<file path="src/rtl/add_seq_pkg.sv">
// add_seq_pkg
//   Shared types and helpers for the nibble-serial adder sequencer.
//   - state_t   : sequencer FSM states (IDLE, RUN, DONE)
//   - NIB_W     : width of the time-shared adder slice in bits
//   - idx_width : bit width needed to index all nibbles, never below 1
package add_seq_pkg;

  typedef enum logic [1:0] {
    IDLE = 2'd0,
    RUN  = 2'd1,
    DONE = 2'd2
  } state_t;

  localparam int NIB_W = 4;

  // A single-nibble operand still needs a one-bit index register, so
  // clamp the clog2 result to a minimum of 1.
  function automatic int idx_width(input int nib);
    if (nib <= 1) begin
      return 1;
    end
    return $clog2(nib);
  endfunction

endpackage

</file>
<file path="src/rtl/add4_slice.sv">
// add4_slice
//   Purely combinational 4-bit ripple-carry adder built from per-bit
//   full adders. This is the one slice shared by every nibble of the
//   wide addition.
//   Ports:
//     a4, b4 : 4-bit operand nibbles
//     ci     : carry into bit 0
//     s4     : 4-bit sum nibble
//     co     : carry out of bit 3
module add4_slice (
  input  logic [3:0] a4,
  input  logic [3:0] b4,
  input  logic       ci,
  output logic [3:0] s4,
  output logic       co
);

  logic [4:0] c;

  assign c[0] = ci;

  // One full adder per bit; the carry ripples from bit 0 up to bit 3.
  for (genvar i = 0; i < 4; i++) begin : g_fa
    assign s4[i]   = a4[i] ^ b4[i] ^ c[i];
    assign c[i+1]  = (a4[i] & b4[i]) | (c[i] & (a4[i] ^ b4[i]));
  end

  assign co = c[4];

endmodule

</file>
<file path="src/rtl/add_nibble_seq.sv">
// add_nibble_seq
//   Multi-cycle wide adder. Operands are accepted over a valid/ready
//   handshake, then added one nibble per clock (LSB first) through a
//   single add4_slice, with the carry chained through a register. The
//   result is offered over a valid/ready handshake.
//
//   Optional build macro ADD_NIBBLE_SEQ_OVF_EN adds a two's-complement
//   overflow output registered together with the final nibble.
//
//   Ports:
//     clk        : rising-edge clock
//     rst        : asynchronous active-high reset
//     in_valid   : operand request valid
//     in_ready   : high while idle (combinational from state)
//     a, b, cin  : operands, sampled only on accept
//     out_valid  : result valid
//     out_ready  : consumer accepts result
//     sum        : registered WIDTH-bit sum
//     carry      : registered carry-out of the MSB nibble
//     busy       : high whenever the sequencer is not idle
//     overflow   : (ADD_NIBBLE_SEQ_OVF_EN only) signed overflow flag
module add_nibble_seq
  import add_seq_pkg::*;
#(
  parameter int WIDTH = 16
) (
  input  logic             clk,
  input  logic             rst,
  input  logic             in_valid,
  output logic             in_ready,
  input  logic [WIDTH-1:0] a,
  input  logic [WIDTH-1:0] b,
  input  logic             cin,
  output logic             out_valid,
  input  logic             out_ready,
  output logic [WIDTH-1:0] sum,
  output logic             carry,
  output logic             busy
`ifdef ADD_NIBBLE_SEQ_OVF_EN
  ,
  output logic             overflow
`endif
);

  localparam int NIB = WIDTH / NIB_W;
  localparam int IW  = idx_width(NIB);

  state_t           state;
  state_t           state_nxt;
  logic [IW-1:0]    idx;
  logic             creg;
  logic [WIDTH-1:0] a_reg;
  logic [WIDTH-1:0] b_reg;
  logic [3:0]       a4;
  logic [3:0]       b4;
  logic [3:0]       s4;
  logic             co;
  logic             last_nib;

  assign last_nib = (idx == IW'(NIB - 1));
  assign in_ready = (state == IDLE);
  assign busy     = (state != IDLE);

  // Steer the nibble selected by idx from the captured operands into the
  // shared slice. An explicit compare loop keeps index arithmetic out of
  // the part-select.
  always_comb begin
    a4 = '0;
    b4 = '0;
    for (int i = 0; i < NIB; i++) begin
      if (idx == IW'(i)) begin
        a4 = a_reg[NIB_W*i +: NIB_W];
        b4 = b_reg[NIB_W*i +: NIB_W];
      end
    end
  end

  add4_slice u_slice (
    .a4 (a4),
    .b4 (b4),
    .ci (creg),
    .s4 (s4),
    .co (co)
  );

  // State register; reset returns to IDLE immediately, discarding any
  // operation in flight.
  always_ff @(posedge clk or posedge rst) begin
    if (rst) begin
      state <= IDLE;
    end else begin
      state <= state_nxt;
    end
  end

  // Next-state logic. RUN lasts exactly NIB cycles with no early exit, so
  // a carry can always ripple the whole width. DONE waits for the result
  // handshake, which is only possible once out_valid has been raised.
  always_comb begin
    state_nxt = state;
    case (state)
      IDLE: begin
        if (in_valid) begin
          state_nxt = RUN;
        end
      end
      RUN: begin
        if (last_nib) begin
          state_nxt = DONE;
        end
      end
      DONE: begin
        if (out_valid && out_ready) begin
          state_nxt = IDLE;
        end
      end
      default: begin
        state_nxt = IDLE;
      end
    endcase
  end

  // Datapath registers. On accept the operands are captured and the sum
  // cleared; each RUN cycle writes one sum nibble and chains the carry.
  // out_valid is registered from the DONE state, so it rises on the edge
  // after the final nibble is written and falls on the edge that
  // completes the result handshake. sum and carry are left untouched in
  // IDLE so the last result stays readable until the next accept.
  always_ff @(posedge clk or posedge rst) begin
    if (rst) begin
      a_reg     <= '0;
      b_reg     <= '0;
      idx       <= '0;
      creg      <= 1'b0;
      sum       <= '0;
      carry     <= 1'b0;
      out_valid <= 1'b0;
`ifdef ADD_NIBBLE_SEQ_OVF_EN
      overflow  <= 1'b0;
`endif
    end else begin
      case (state)
        IDLE: begin
          if (in_valid) begin
            a_reg <= a;
            b_reg <= b;
            creg  <= cin;
            idx   <= '0;
            sum   <= '0;
          end
        end
        RUN: begin
          for (int i = 0; i < NIB; i++) begin
            if (idx == IW'(i)) begin
              sum[NIB_W*i +: NIB_W] <= s4;
            end
          end
          creg <= co;
          if (last_nib) begin
            idx   <= '0;
            carry <= co;
`ifdef ADD_NIBBLE_SEQ_OVF_EN
            overflow <= (a_reg[WIDTH-1] == b_reg[WIDTH-1]) &&
                        (s4[NIB_W-1] != a_reg[WIDTH-1]);
`endif
          end else begin
            idx <= idx + IW'(1);
          end
        end
        DONE: begin
          if (!out_valid) begin
            out_valid <= 1'b1;
          end else if (out_ready) begin
            out_valid <= 1'b0;
          end
        end
        default: begin
          out_valid <= 1'b0;
        end
      endcase
    end
  end

endmodule
</file>
<file path="config.mk">
export PLATFORM = sky130hd
export DESIGN_NAME = add_nibble_seq
export DESIGN_NICKNAME = d
export VERILOG_FILES = /design/src/rtl/add_seq_pkg.sv /design/src/rtl/add4_slice.sv /design/src/rtl/add_nibble_seq.sv
export SDC_FILE = /design/constraint.sdc
export NUM_CORES = 1
export LEC_CHECK = 0
export ABC_AREA = 1
export CAP_MARGIN = 20
export CORE_AREA = 2 2 74 76
export CTS_BUF_LIST = sky130_fd_sc_hd__clkbuf_16
export DETAILED_ROUTE_END_ITERATION = 10
export DIE_AREA = 0 0 76 78
export PLACE_DENSITY = 0.81
export SLEW_MARGIN = 20
export SYNTH_ARGS = -nofsm -noshare
export SYNTH_HDL_FRONTEND = slang
export SYNTH_SLANG_ARGS = --single-unit
</file>
<file path="constraint.sdc">
create_clock -name clk -period 4.5 [get_ports clk]
set_clock_uncertainty 0.1 [all_clocks]
set_input_delay 0.9 -clock clk [delete_from_list [all_inputs] [get_ports clk]]
set_output_delay 0.9 -clock clk [all_outputs]
set_load 0.02 [all_outputs]
</file>
==> results of run 1 <==
per-layer routing:
metal,global-route usage [%],up-vias,wire length (µm)
met4,5.82,0,39
met3,3.26,5,246
met1,29.3,1048,2740
met2,35.9,54,2860
met5,0,-,0
li1,-,1119,-
kinds of logic after synthesis:
| family | count (synthesis) |
|---|---|
| AO/OA/AOI/OAI | 33 |
| adder cells (fa/ha/maj) | 8 |
| buffers and inverters | 36 |
| flip-flops | 55 |
| AND/OR/NAND/NOR | 199 |
power by group:
group	total, µW	internal (µW)	switching (µW)
Sequential	858	713	145
Clock	363	201	162
Combinational	1320	485	832
Total	2540	1400	1140
cells in the final DEF, fill, tap and decap left out:
cell             netlist  routed
nand2_1              171     171
clkdlybuf4s50_1        0      56
dfrtp_1               55      55
inv_1                 25      26
a21oi_1               18      18
nand3_1               13      13
o21ai_1               11      11
nor2_1                 9       9
clkbuf_16              0       5
fa_1                   4       4
ha_1                   4       4
nand2_4                3       3
nor2_4                 2       2
inv_2                  1       2
o21ai_0                2       2
a21boi_0               1       1
nand2_2                1       1
o21ai_2                1       1
clkinv_2               0       1
buf_12                 0       1
cell type report:
class | count | share of cell area (%)
clock buffers | 5 | 3.70
multi-input cells | 240 | 32.6
well taps | 70 | 2.59
clock inverters | 3 | 0.370
repair buffers | 57 | 17.2
flip-flops and latches | 55 | 40.7
inverters | 26 | 2.88
path summary, 6_finish.rpt:
kind,start,end,cells after the start
min,sum[6],sum[6],2
min reg2reg,sum[6],sum[6],2
max in group asynchronous,rst,state[0],3
max,idx[0],sum[15],15
min in group asynchronous,rst,a_reg[7],2
max reg2reg,idx[0],sum[15],15
metrics by stage:
step | total power (µW) | cell area, µm² | hold slack (ps) | setup slack, ps | cells
global placement | 2150 | 3230 | 357 | 1160 | 447
CTS | 2550 | 3380 | 387 | 1030 | 456
detailed placement | 2190 | 3250 | 370 | 1080 | 448
finish | 2540 | 3380 | 383 | 1010 | 456
floorplan | 1790 | 2650 | 349 | 1430 | 331
global route | 2780 | 3380 | 408 | 707 | 456
worst max-delay path, cell delays in order, from the launching register on:
cell	delay, ps
dfrtp_1	420
inv_1	100
ha_1	410
inv_1	230
nand3_1	130
a21oi_1	90
fa_1	400
inv_1	80
fa_1	160
inv_1	50
fa_1	370
fa_1	480
inv_1	40
nor2_1	210
nand2_1	90
nand2_1	60
==> impl_metrics.csv, run 1 <==
group,metric,value,unit
timing,fin_crit_sh,77.6,%
synth,synth_edf_count,0,
clocking,clkTransAtPathRegs,70,ps
placement,portBuffers,56,
final_layout,drive_gt1_share,4.15,%
detailed_routing,dr.pass1.iters,4,
setup_path,crit_type,"reg -> reg",
power,powerDensity,750,nW/µm²
worst_hold_path,hp-class,"reg -> reg",
clocking,cts_root_buffer,"clkbuf_16",
final_layout,multi_input_area,1100,µm²
status,status,"finished, final reports clean",
timing,worst_pin_slew,613,ps
floorplanning,die_width,76,µm
setup_path,worstPathRequired,4620,ps
clocking,clock_latency,290,ps
clocking,cts_tree,"built",
timing,rsz0062_at_grt,"no",
clocking,clock_sinks,55,
clocking,clk_path_buf_depth,2,
synth,muxShareOfSynthArea,0,%
detailed_routing,drc,0,
final_layout,fillers,433,
synth,ys_seq_elements,55,
synth,synth.most_common_cell,"nand2_1",
placement,place_hpwl,4420,µm
detailed_routing,finalWirelength,5880,µm
synth,synth_area_leader_cell,"dfrtp_1",
global_route,antenna_found_initial,0,
timing,slew_headroom,59.0,%
detailed_routing,viasPerCell,4.88,
detailed_routing,vias,2226,
synth,synth-simple-area-share,30.3,%
clocking,post-cts-setup-buffers,0,
clocking,h-tree-depth,2,
floorplanning,io_pins,57,
flow_run,cap_viol_max_count,0,
clocking,cts_hold_buf,0,
synth,synth_top_area_share,51.9,%
timing,finalSetupTns,0,ps
timing,hold_viol_final,0,
timing,fmaxAchievable,286,MHz
clocking,numCtsBuffers,5,
floorplanning,start_util,52.6,%
placement,gp_congestion,0.903,
floorplanning,die_h,78,µm
floorplanning,placementRows,26,
power,leakagePower,0.00177,µW
final_layout,n_antenna_cell,0,
setup_path,r2r_slack,1010,ps
synth,syn_nets,376,
detailed_routing,first_iter_violations,142,
floorplanning,design.die.area,5930,µm²
synth,avgSynthCellArea,8.01,µm²
global_route,first_global_vias,2200,
global_route,grt_pass1_wl,10300,µm
synth,yosys.cell_types.count,20,
synth,yosysWarnings,0,
synth,synth_top_family_by_area,"simple AND/OR/NAND/NOR gates",
final_layout,seqCellArea,1380,µm²
power,irDropWorstVdd,0.354,mV
synth,synth_xor_area_share,0,%
floorplanning,coreArea,5040,µm²
global_route,overflow,0,
synth,netlist_top_cells_count,"171 x nand2_1, 55 x dfrtp_1, 25 x inv_1",
setup_path,worstSetupStartpointType,"register",
timing,finalSetupViolCount,0,
synth,synth_flop_cell,"dfrtp_1",
setup_path,crit_fanout,12,
global_route,grt_max_degree,43,
setup_path,arrival,3620,ps
detailed_routing,postRouteAntennaNets,0,
timing,period_needed,3490,ps
final_layout,synthToLayoutAreaGrowth,27.7,%
synth,synthAdderAreaFrac,4.91,%
synth,synth_cells,331,
final_layout,final_util,67.1,%
synth,synth_compound_area_share,6.47,%
synth,ys_seq_area_share,51.9,%
clocking,cts_resized,0,
final_layout,finalNetCount,430,
synth,synth_area_leaders,"dfrtp_1 52%, nand2_1 24%, inv_1 3.5%, a21oi_1 3.4%, fa_1 3.0%",
synth,postSynth.asyncResetShare,100,%
synth,syn_area,2650,µm²
global_route,grtUsageTotal,21.4,%
timing,slew_viol_final,0,
detailed_routing,wire_per_inst,12.9,µm
setup_path,end_kind,"register",
Note: power is estimated with default switching activity, not from simulation.
==> run 2: changes to the inputs <==
- CORE_AREA: 2 2 74 76 -> 2 2 76 78
- DIE_AREA: 0 0 76 78 -> 0 0 78 80
- PLACE_DENSITY: 0.81 -> 0.78
- clock period: 4.5 -> 3.6 ns (I/O delays scaled with it)
==> run 2 against run 1 <==
  * Register-to-register slack got worse by 740 ps
  * Die area increased by 5.3%
  * Maximum frequency increased by 4.9%
  * Sequential power increased by 24%
  * Utilization decreased by 3.6 points
  * Setup slack got worse by 740 ps
  * First-iteration DRC count decreased by 2.1%
  * Clock power increased by 44%
  * Total power increased by 29%
  * Sequential share of layout area decreased by 0.55 points
  * Largest cell class unchanged
  * Highest routed layer unchanged
==> impl_metrics.csv, run 2 (synthesized netlist as in run 1, its figures left out) <==
group,metric,value,unit
timing,finalSetupTns,0,ps
placement,preCtsSetupSlack,211,ps
final_layout,final_cell_mix,"171 x nand2_1, 56 x clkdlybuf4s50_1, 55 x dfrtp_1",
detailed_routing,drc,0,
detailed_routing,dr.pass1.iters,6,
setup_path,r2r_slack,270,ps
power,powerDensity,952,nW/µm²
global_route,grt_max_degree,56,
timing,rsz0062_at_grt,"no",
detailed_routing,vias,2258,
global_route,grtUsageTotal,21.3,%
timing,slew_headroom,59.1,%
global_route,overflow,0,
power,leakagePower,0.00179,µW
placement,gp_congestion,0.834,
clocking,clock_latency,290,ps
timing,worst_pin_slew,613,ps
setup_path,worstPathRequired,3730,ps
global_route,antenna_found_initial,0,
setup_path,crit_type,"reg -> reg",
timing,slew_viol_final,0,
final_layout,mostFrequentLayoutCell,"nand2_1",
final_layout,synthToLayoutAreaGrowth,29.4,%
floorplanning,die_width,78,µm
floorplanning,start_util,49.1,%
timing,fmaxAchievable,300,MHz
setup_path,r2r-end,"sum[15]",
setup_path,critPathLaunch,"idx[1]",
final_layout,drive_gt1_share,5.15,%
detailed_routing,finalWirelength,5940,µm
final_layout,seqCellArea,1380,µm²
final_layout,multi_input_area,1100,µm²
clocking,cts_tree,"built",
timing,fin_crit_sh,92.5,%
timing,period_needed,3330,ps
setup_path,arrival,3460,ps
final_layout,n_antenna_cell,0,
floorplanning,io_pins,57,
timing,finalSetupViolCount,0,
floorplanning,design.die.area,6240,µm²
flow_run,cap_viol_max_count,0,
clocking,cts_root_buffer,"clkbuf_16",
setup_path,r2r_start,"idx[1]",
setup_path,crit_fanout,10,
timing,finalWorstSetupSlack,269,ps
setup_path,worstSetupStartpointType,"register",
floorplanning,coreArea,5410,µm²
clocking,clock_sinks,55,
status,status,"finished, final reports clean",
global_route,first_global_vias,2250,
final_layout,finalNetCount,433,
final_layout,fillers,477,
detailed_routing,viasPerCell,4.91,
detailed_routing,postRouteAntennaNets,0,
setup_path,end_kind,"register",
floorplanning,die_h,80,µm
worst_hold_path,hp-class,"reg -> reg",
timing,hold_viol_final,0,
clocking,post-cts-setup-buffers,0,
detailed_routing,first_iter_violations,139,
floorplanning,placementRows,27,
power,irDropWorstVdd,0.402,mV
clocking,h-tree-depth,2,
placement,place_hpwl,4440,µm
clocking,clkTransAtPathRegs,60,ps
detailed_routing,wire_per_inst,12.9,µm
placement,portBuffers,56,
setup_path,r2r_cells,16,
setup_path,cp-endpoint,"sum[15]",
clocking,clk_path_buf_depth,2,
global_route,grt_pass1_wl,10500,µm
clocking,numCtsBuffers,5,
## run 2: timing repair
action | 4_1_cts | 5_1_grt
hold buffers | 0 | 0
endpoints found under the setup margin | 0 | 4
gates resized for setup | 0 | 1
## run 2: critical path, cell delays in order (launching register included)
cell and delay (ps):
dfrtp_1 400, inv_1 80, ha_1 300, inv_2 170
nand2_1 70, nand3_1 60, a21oi_1 80, fa_1 400
inv_1 90, fa_1 170, inv_1 50, fa_1 380
fa_1 490, inv_1 40, nor2_1 220, nand2_1 90
nand2_1 70
## run 2: per-layer routing
| metal | vias to the layer above | global-route usage [%] | wire [µm] |
|---|---|---|---|
| met5 | - | 0 | 0 |
| met4 | 0 | 8.77 | 100 |
| met3 | 9 | 3.28 | 333 |
| met2 | 67 | 35.1 | 2800 |
| met1 | 1053 | 28.4 | 2710 |
| li1 | 1129 | - | - |
## run 2: final cells by class
| cell class | instances | area share (%) |
|---|---|---|
| inverters | 26 | 2.84 |
| repair buffers | 60 | 17.6 |
| well taps | 72 | 2.63 |
| multi-input cells | 240 | 32.2 |
| flip-flops and latches | 55 | 40.1 |
| clock inverters | 2 | 0.985 |
| clock buffers | 5 | 3.65 |
## run 2: worst min path at each step
stage / startpoint / endpoint / cells past startpoint
after floorplan: a_reg[0] / a_reg[0] / 2
after global placement: carry / carry / 2
after detailed placement: carry / carry / 2
after CTS: carry / carry / 2
after global routing: b_reg[1] / b_reg[1] / 2
final: carry / carry / 2
## run 2: metrics by stage
stage                     instances  cell area, µm²  hold WS [ps]  utilization, %  power, µW
after floorplan                 331            2650           349               -       2240
after global placement          453            3270           358            60.5       2710
after detailed placement        453            3270           366            60.5       2750
after CTS                       460            3430           381            63.5       3290
after global routing            460            3430           406            63.5       3600
final                           460            3430           375            63.5       3270
## run 2: power breakdown
group,total [µW],switching (µW),internal [µW],leakage [µW]
logic,1680,1060,623,0.00101
clock network,524,202,322,0.0000811
registers,1060,172,891,0.000697
==> run 3: changes to the inputs <==
==> constraint.sdc (replaced) <==
create_clock -name clk -period 3.6 [get_ports clk]
set_clock_uncertainty 0.1 [all_clocks]
set_input_delay 0.72 -clock clk [delete_from_list [all_inputs] [get_ports clk]]
set_output_delay 0.72 -clock clk [all_outputs]
set_load 0.1 [all_outputs]
==> run 3 against run 2 <==
  * Total power up 11%
  * Non-clock buffer count decreased by 1
  * Setup slack improved by 41 ps
  * Utilization down 0.79 points
  * Via count down 1.9%
  * Cell area down 1.2%
  * First-iteration DRC count fell by 34%
  * Sequential share of layout area grew 0.50 points
  * Clock power shrank 16%
==> impl_metrics.csv, run 3 (synthesized netlist as in run 1, its figures left out) <==
group,metric,value,unit
detailed_routing,viasPerCell,4.84,
setup_path,worstPathRequired,3720,ps
final_layout,mostFrequentLayoutCell,"nand2_1",
timing,worst_pin_slew,974,ps
clocking,cts_hold_buf,0,
setup_path,crit_type,"reg -> reg",
final_layout,drive_gt1_share,5.18,%
clocking,post-cts-setup-buffers,0,
status,status,"finished, final reports clean",
detailed_routing,wire_per_inst,12.8,µm
timing,fin_crit_sh,91.4,%
setup_path,slowest_stage,"fa_1",
detailed_routing,dr_wl_met3,264,µm
power,powerDensity,1070,nW/µm²
clocking,clock_latency,280,ps
detailed_routing,highest_layer,"met4",
timing,fmaxAchievable,304,MHz
timing,hold_viol_final,0,
placement,portBuffers,56,
global_route,grt_max_degree,56,
setup_path,critical_path.max_stage_delay,490,ps
detailed_routing,wl_met1,2730,µm
timing,rsz0062_at_grt,"no",
final_layout,finalNetCount,432,
timing,finalSetupViolCount,0,
floorplanning,design.die.area,6240,µm²
clocking,clk_path_buf_depth,2,
timing,slew_headroom,34.8,%
floorplanning,die_h,80,µm
clocking,cts_resized,0,
clocking,clock_sinks,55,
detailed_routing,vias,2216,
detailed_routing,dr.pass1.iters,4,
power,irDropWorstVdd,0.639,mV
floorplanning,placementRows,27,
placement,dpl-instance-area,3260,µm²
global_route,grtUsageTotal,20.4,%
floorplanning,die_width,78,µm
detailed_routing,drc,0,
final_layout,synthToLayoutAreaGrowth,27.8,%
clocking,numCtsBuffers,5,
setup_path,arrival,3410,ps
timing,finalSetupTns,0,ps
final_layout,fillers,501,
setup_path,cp_top_family,"adder cells",
clocking,h-tree-depth,2,
global_route,overflow,0,
worst_hold_path,hp-class,"reg -> reg",
setup_path,worstSetupStartpointType,"register",
placement,gp_congestion,0.853,
final_layout,final_cell_mix,"171 x nand2_1, 55 x dfrtp_1, 54 x clkdlybuf4s50_1",
detailed_routing,wl_met2,2740,µm
floorplanning,start_util,49.1,%
clocking,cts_tree,"built",
timing,slew_viol_final,0,
detailed_routing,finalWirelength,5840,µm
global_route,first_global_vias,2188,
power,power,3620,µW
clocking,cts_root_buffer,"clkbuf_16",
setup_path,end_kind,"register",
setup_path,crit_fanout,11,
placement,place_hpwl,4470,µm
final_layout,final_area,3390,µm²
timing,period_needed,3290,ps
detailed_routing,first_iter_violations,92,
setup_path,path_cells,"inv_1, ha_1, buf_4, a21oi_1, a21oi_1, fa_1, inv_1, fa_1, inv_1, fa_1, fa_1, inv_1, nor2_1, nand2_1, nand2_1",
floorplanning,coreArea,5410,µm²
detailed_routing,postRouteAntennaNets,0,
final_layout,n_antenna_cell,0,
flow_run,cap_viol_max_count,0,
floorplanning,io_pins,57,
setup_path,crit_buf_inv,5,
global_route,antenna_found_initial,0,
clocking,clkTransAtPathRegs,70,ps
power,leakagePower,0.00177,µW
global_route,grt_pass1_wl,10000,µm
[run 3: cell count changes in the layout (fill, tap and decap cells not counted), sizes merged]
cell | before | now
buf | 4 | 5
clkdlybuf4s50 | 56 | 54
bufinv | 1 | 0
[run 3: final timing paths]
path | slack, ps | to | cells past startpoint | start
max | 310 | sum[7] | 15 | idx[0]
min | 380 | carry | 2 | carry
max reg2reg | 310 | sum[7] | 15 | idx[0]
min reg2reg | 380 | carry | 2 | carry
max in group asynchronous | 2450 | sum[1] | 3 | rst
min in group asynchronous | 710 | a_reg[15] | 3 | rst
[run 3: metrics by stage]
stage,cells,worst slack (ps),util [%],hold WS (ps)
after detailed placement,452,264,60.3,363
after global routing,458,63.3,62.7,385
final,458,310,62.7,377
after global placement,452,381,60.3,358
after floorplan,331,531,-,349
after CTS,458,237,62.7,380
[run 3: worst reg2reg max path, delay by kind of cell, from the launching register on]
family | cells | cell delay (ps)
buffers and inverters | 5 | 430
adder cells (fa/ha/maj) | 5 | 1660
AND/OR/NAND/NOR | 3 | 350
flip-flops | 1 | 410
AO/OA/AOI/OAI | 2 | 270
[run 3: layout make-up]
type	instances	area, µm²	share of cell area [%]
Multi-Input combinational cell	240	1100	32.6
Timing Repair Buffer	59	591	17.4
Clock buffer	5	125	3.69
Clock inverter	1	3.75	0.111
Sequential cell	55	1380	40.6
Tap cell	72	90.1	2.66
Inverter	26	97.6	2.88
[run 3: where the power goes]
part / total (µW) / switching (µW) / internal [µW]
sequential: 1060 / 172 / 891
combinational: 2120 / 1500 / 614
clock: 438 / 191 / 248
[run 3: layer usage]
layer | up-vias | global-route usage (%)
li1 | 1127 | -
met1 | 1011 | 27.6
met5 | - | 0
met2 | 69 | 34.1
met3 | 9 | 3.28
met4 | 0 | 6.14
